`src/rtl/yarp_pkg.sv`:
```
// Shared types for the yarp instruction-fetch slice: FSM states, NOP encoding
// and the {pc, instr} entry carried through the fetch buffer.
package yarp_pkg;

   typedef enum logic [1:0] {F_IDLE, F_REQ, F_WAIT, F_DISCARD} fetch_state_e;

   localparam logic [31:0] INSTR_NOP = 32'h0000_0013;

   typedef struct packed {
      logic [31:0] pc;
      logic [31:0] instr;
   } fetch_entry_t;

   function automatic logic [31:0] word_align(input logic [31:0] addr);
      return {addr[31:2], 2'b00};
   endfunction

endpackage

```
`src/rtl/yarp_fetch_fifo.sv`:
```
// DEPTH-entry buffer of fetched {pc, instr}; head visible combinationally, zero-cycle read.
// Push when full is dropped unless a pop frees the slot; flush wins over push and pop.
module yarp_fetch_fifo
   import yarp_pkg::*;
#(
   parameter int DEPTH = 2
) (
   input  logic                   clk,
   input  logic                   reset,
   input  logic                   push,
   input  fetch_entry_t           push_data,
   input  logic                   pop,
   input  logic                   flush,
   output fetch_entry_t           head,
   output logic                   full,
   output logic                   empty,
   output logic [$clog2(DEPTH):0] count
);

   localparam int AW = $clog2(DEPTH);
   localparam logic [AW-1:0] PTR_ONE = AW'(1);
   localparam logic [AW:0]   CNT_ONE = (AW+1)'(1);
   localparam logic [AW:0]   CNT_MAX = (AW+1)'(DEPTH);

   fetch_entry_t  mem [DEPTH];
   logic [AW-1:0] wr_ptr;
   logic [AW-1:0] rd_ptr;
   logic          do_push;
   logic          do_pop;

   assign empty   = (count == '0);
   assign full    = (count == CNT_MAX);
   assign do_pop  = pop && !empty;
   assign do_push = push && (!full || do_pop);
   assign head    = mem[rd_ptr];

   always_ff @(posedge clk or posedge reset) begin
      if (reset) begin
         wr_ptr <= '0;
         rd_ptr <= '0;
         count  <= '0;
      end else if (flush) begin
         wr_ptr <= '0;
         rd_ptr <= '0;
         count  <= '0;
      end else begin
         if (do_push) wr_ptr <= wr_ptr + PTR_ONE;
         if (do_pop)  rd_ptr <= rd_ptr + PTR_ONE;
         case ({do_push, do_pop})
            2'b10:   count <= count + CNT_ONE;
            2'b01:   count <= count - CNT_ONE;
            default: count <= count;
         endcase
      end
   end

   always_ff @(posedge clk) begin
      if (do_push && !flush) mem[wr_ptr] <= push_data;
   end

endmodule

```
`src/rtl/yarp_instr_fetch.sv`:
```
// Instruction fetch: one outstanding imem read, results buffered for decode; redirect -> req next cycle.
// Decode holds the head with stall_i; no request is issued unless a buffer slot is reserved for it.
module yarp_instr_fetch
   import yarp_pkg::*;
#(
   parameter logic [31:0] RESET_PC   = 32'h0000_0000,
   parameter int          FIFO_DEPTH = 2
) (
   input  logic        clk,
   input  logic        reset,
   input  logic        stall_i,
   input  logic        redirect_i,
   input  logic [31:0] redirect_pc_i,
   output logic        imem_req_o,
   output logic [31:0] imem_addr_o,
   input  logic        imem_gnt_i,
   input  logic        imem_rvalid_i,
   input  logic [31:0] imem_rdata_i,
   output logic        instr_valid_o,
   output logic [31:0] instr_o,
   output logic [31:0] pc_o
);

   localparam int CW = $clog2(FIFO_DEPTH) + 1;
   localparam logic [CW-1:0] DEPTH_C  = CW'(FIFO_DEPTH);
   localparam logic [CW-1:0] DEPTH_M1 = CW'(FIFO_DEPTH - 1);

   fetch_state_e  state_q, state_d;
   logic [31:0]   fetch_pc_q, fetch_pc_d;
   logic          outstanding;
   logic          room;
   logic          b2b_room;
   logic          pop;
   logic          push;
   fetch_entry_t  push_data;
   fetch_entry_t  head;
   logic          fifo_full;
   logic          fifo_empty;
   logic [CW-1:0] count;

   assign outstanding = (state_q == F_WAIT) || (state_q == F_DISCARD);
   assign room        = (count + CW'(outstanding)) < DEPTH_C;
   assign pop         = instr_valid_o && !stall_i;
   // Slot check for issuing the next request in the same cycle the current one returns.
   assign b2b_room    = pop ? !fifo_full : (count < DEPTH_M1);
   assign push_data   = '{pc: fetch_pc_q - 32'd4, instr: imem_rdata_i};

   yarp_fetch_fifo #(
      .DEPTH(FIFO_DEPTH)
   ) u_fifo (
      .clk       (clk),
      .reset     (reset),
      .push      (push),
      .push_data (push_data),
      .pop       (pop),
      .flush     (redirect_i),
      .head      (head),
      .full      (fifo_full),
      .empty     (fifo_empty),
      .count     (count)
   );

   always_ff @(posedge clk or posedge reset) begin
      if (reset) begin
         state_q    <= F_IDLE;
         fetch_pc_q <= RESET_PC;
      end else begin
         state_q    <= state_d;
         fetch_pc_q <= fetch_pc_d;
      end
   end

   always_comb begin
      state_d    = state_q;
      fetch_pc_d = fetch_pc_q;
      imem_req_o = 1'b0;
      push       = 1'b0;
      case (state_q)
         F_IDLE: begin
            if (redirect_i || room) state_d = F_REQ;
         end
         F_REQ: begin
            imem_req_o = 1'b1;
            if (imem_gnt_i) begin
               fetch_pc_d = fetch_pc_q + 32'd4;
               state_d    = F_WAIT;
            end
            if (redirect_i) state_d = imem_gnt_i ? F_DISCARD : F_REQ;
         end
         F_WAIT: begin
            if (imem_rvalid_i) begin
               if (redirect_i) begin
                  state_d = F_REQ;
               end else begin
                  push = 1'b1;
                  if (b2b_room) begin
                     imem_req_o = 1'b1;
                     if (imem_gnt_i) fetch_pc_d = fetch_pc_q + 32'd4;
                     else            state_d    = F_REQ;
                  end else begin
                     state_d = F_IDLE;
                  end
               end
            end else if (redirect_i) begin
               state_d = F_DISCARD;
            end
         end
         F_DISCARD: begin
            if (imem_rvalid_i) state_d = F_REQ;
         end
         default: state_d = F_IDLE;
      endcase
      if (redirect_i) fetch_pc_d = word_align(redirect_pc_i);
   end

   assign imem_addr_o   = fetch_pc_q;
   assign instr_valid_o = !fifo_empty;
   assign instr_o       = instr_valid_o ? head.instr : INSTR_NOP;
   assign pc_o          = instr_valid_o ? head.pc : 32'd0;

endmodule

```
`config.mk`:
```
export PLATFORM = sky130hd
export DESIGN_NAME = yarp_instr_fetch
export DESIGN_NICKNAME = d
export VERILOG_FILES = /design/src/rtl/yarp_pkg.sv /design/src/rtl/yarp_fetch_fifo.sv /design/src/rtl/yarp_instr_fetch.sv
export SDC_FILE = /design/constraint.sdc
export NUM_CORES = 1
export LEC_CHECK = 0
export BUFFER_PORTS_ARGS = -buffer_cell sky130_fd_sc_hd__buf_4
export CAP_MARGIN = 5
export CORE_ASPECT_RATIO = 1.4
export CORE_MARGIN = 2
export CORE_UTILIZATION = 25
export CTS_CLUSTER_DIAMETER = 100
export DETAILED_ROUTE_END_ITERATION = 12
export PLACE_DENSITY = 0.44
export SYNTH_ARGS = -nofsm -noshare
export SYNTH_HDL_FRONTEND = slang
export SYNTH_SLANG_ARGS = --single-unit
```
`constraint.sdc`:
```
create_clock -name clk -period 5.1 [get_ports clk]
set_clock_uncertainty 0.2 [all_clocks]
set_input_delay 0.51 -clock clk [delete_from_list [all_inputs] [get_ports clk]]
set_output_delay 0.51 -clock clk [all_outputs]
set_load 0.005 [all_outputs]
```
==> results.py <==
metrics = {
    "worst_setup_path": {
        "crit_fanout": 45,
        "path_class": "reg2out",
        "cp-start-kind": "flop",
        "cp.arrival_ns": 2.40,
        "end_kind": "output port",
        "cp_data_required_time_ns": 4.39,
    },
    "synth": {
        "yosys_warnings": 0,
        "synth_area_leaders": "edfxtp_1 50%, dfrtp_1 12%, mux2i_1 8.4%, nor2_1 4.2%, xor2_1 4.0%",
        "synth_top_area_share": 0.497,
        "synth_edf_count": 124,
        "ys_types": 43,
        "avgSynthCellArea_um2": 12.1,
        "synth-seq-cells": 160,
        "ys_seq_area_frac": 0.617,
        "ys.flop_type": "edfxtp_1",
        "synthCells": 617,
        "synth_top_cell_by_area": "edfxtp_1",
        "syn-cell-area_um2": 7490,
        "synthArstFlopShare": 0.225,
    },
    "cts": {
        "clk_path_buf_depth": 2,
        "cts_resized": 0,
        "clock_sinks": 160,
        "tritoncts": "yes",
        "root_buffer": "clkbuf_16",
        "worstSkewPairLatency_ns": 0.43,
        "postCtsSetupBuffers": 0,
        "hold_buffers": 0,
        "clkTransAtPathRegs_ns": 0.07,
        "cts_buffers": 17,
        "htree_levels": 4,
    },
    "run_status": {
        "status": "finished, final reports clean",
    },
    "sta": {
        "fin_tns_setup_ns": 0,
        "fin_crit_ns": 3.11,
        "tightestPinTransition_ns": 0.862,
        "rsz0062_at_grt": "no",
        "hold_violations": 0,
        "post-route-period-util": 0.610,
        "worst_slew_margin_rel": 0.425,
        "setup_viol": 0,
        "fin_ws_ns": 1.99,
        "hold_ws_ns": 0.00174,
        "final_max_slew_viol_count": 0,
        "clock.fmax_mhz": 321,
    },
    "grt": {
        "grt_pass1_vias": 4986,
        "grt_max_degree": 61,
        "overflow": 0,
        "antenna_found_initial": 0,
        "grtUsageTotal": 0.119,
        "grt_pass1_wl_um": 28200,
    },
    "floorplanning": {
        "die_area_um2": 31400,
        "die_w_um": 150,
        "initial_core_util": 0.252,
        "ioPinCount": 168,
        "coreArea_um2": 29700,
        "die_h_um": 209,
        "row_count": 75,
    },
    "placed_design": {
        "port-buffer-count": 161,
        "dp_hpwl_um": 12400,
        "place_congestion": 0.732,
        "place_ws_ns": 1.88,
        "dp_cells": 1128,
    },
    "cells_and_area": {
        "final_cells": 1160,
        "drive_gt1_frac": 0.281,
        "multi_input_area_um2": 2620,
        "fill_cells": 3038,
        "seqCellArea_um2": 4630,
        "fin_util": 0.327,
        "antennaDiodeCount": 0,
        "final_common_cell": "buf_4",
        "mostFrequentLayoutCells": "167 x buf_4, 124 x edfxtp_1, 84 x nor2_1, 63 x mux2i_1, 47 x nand2_1",
        "area_delta_synth_final_pct": 29.9,
        "nets": 840,
    },
    "pwr": {
        "powerDensity_nw_per_um2": 449,
        "ir_worst_vdd_mv": 0.222,
        "leakage_nw": 3.59,
    },
    "drt": {
        "vias": 4938,
        "wl_per_cell_um": 15.8,
        "drtPass1Iterations": 4,
        "drc_errors": 0,
        "drt-initial-drc-count": 192,
        "drt_wl_total_um": 18300,
        "ant_nets": 0,
        "drt-vias-per-instance": 4.26,
    },
    "min_path": {
        "min_path_type": "in2async",
    },
    "flow_run": {
        "max-cap-violations": 0,
    },
}
==> synth_stat cells, drive strengths merged, types with 3 or more instances <==
library cell  count
edfxtp          124
nor2             84
mux2i            63
nand2            47
dfrtp            36
xor2             34
o21ai            31
clkbuf           28
xnor2            21
buf              17
nand4            17
inv              16
nand3            16
nor3             13
ha                8
nor4              7
or3               7
a21oi             6
mux2              6
and2              5
and3              5
a31oi             4
or4               4
o22ai             3
o31ai             3
==> state kept, by name (all words and copies together) (netlist names) <==
| signal | cells |
|---|---|
| u_fifo.mem | 124 |
| imem_addr_o | 30 |
| state_q | 2 |
| u_fifo.count | 2 |
| u_fifo.rd_ptr | 1 |
| u_fifo.wr_ptr | 1 |
==> worst paths after layout <==
path                                           startpoint                          end  slack [ns]  cells past startpoint
worst max-delay path            u_fifo.rd_ptr$_DFFE_PP0P_                     pc_o[28]        1.99                      4
worst min register to register  u_fifo.wr_ptr$_DFFE_PP0P_    u_fifo.wr_ptr$_DFFE_PP0P_        0.38                      2
worst max register to register     state_q[0]$_DFFE_PP0P_  u_fifo.mem[1][25]$_DFFE_PP_        2.03                      6
worst min-delay path                                reset  imem_addr_o[16]$_DFFE_PP0P_       0.002                      3
max in group asynchronous                           reset    u_fifo.rd_ptr$_DFFE_PP0P_        4.30                      3
min in group clk                         imem_rdata_i[12]  u_fifo.mem[0][12]$_DFFE_PP_        0.07                      1
==> per-stage QoR <==
step / area, µm² / power, mW
CTS: 9730 / 4.46
global placement: 9060 / 3.00
finish: 9730 / 4.37
detailed placement: 9060 / 3.00
floorplan: 7500 / 2.33
global route: 9730 / 4.63
==> power by group <==
group / total [mW] / switching, mW / internal, mW
clock network: 1.44 / 0.523 / 0.918
logic: 1.27 / 0.634 / 0.639
registers: 1.66 / 0.164 / 1.49
total: 4.37 / 1.32 / 3.05
==> worst max-delay path, cell delays in order, from the launching register on <==
cell and delay [ns]:
dfrtp_4 0.97, buf_4 0.48, mux2i_1 0.23, nor2_1 0.07, buf_4 0.18
==> cells by family (layout without fill, tap and decap cells) <==
logic type	count (synthesis)	count (layout)	synth area share
adders and majority gates	8	8	0.0134
xor gates and xnor gates	55	55	0.0653
DFF	160	160	0.617
buffers and inverters	61	216	0.0361
muxes	69	69	0.0932
AOI/OAI and AO/OA	49	49	0.0364
other	1	4	0.000501
and+or+nand+nor	214	214	0.138
==> metal layers <==
layer,vias up,GRT usage,part of all wire
met5,-,0,0
met4,0,0.0446,0.019
met3,17,0.0271,0.036
met2,109,0.200,0.50
met1,2339,0.146,0.45
li1,2473,-,-
==> layout make-up <==
class                      count  area share
clock buffer                  18      0.0441
clock inverter                14      0.0246
inverter                      16     0.00617
multi-input combinational    399       0.269
sequential                   160       0.476
tap                          385      0.0495
timing repair buffer         168       0.131
(Power assumes the default switching activity.)
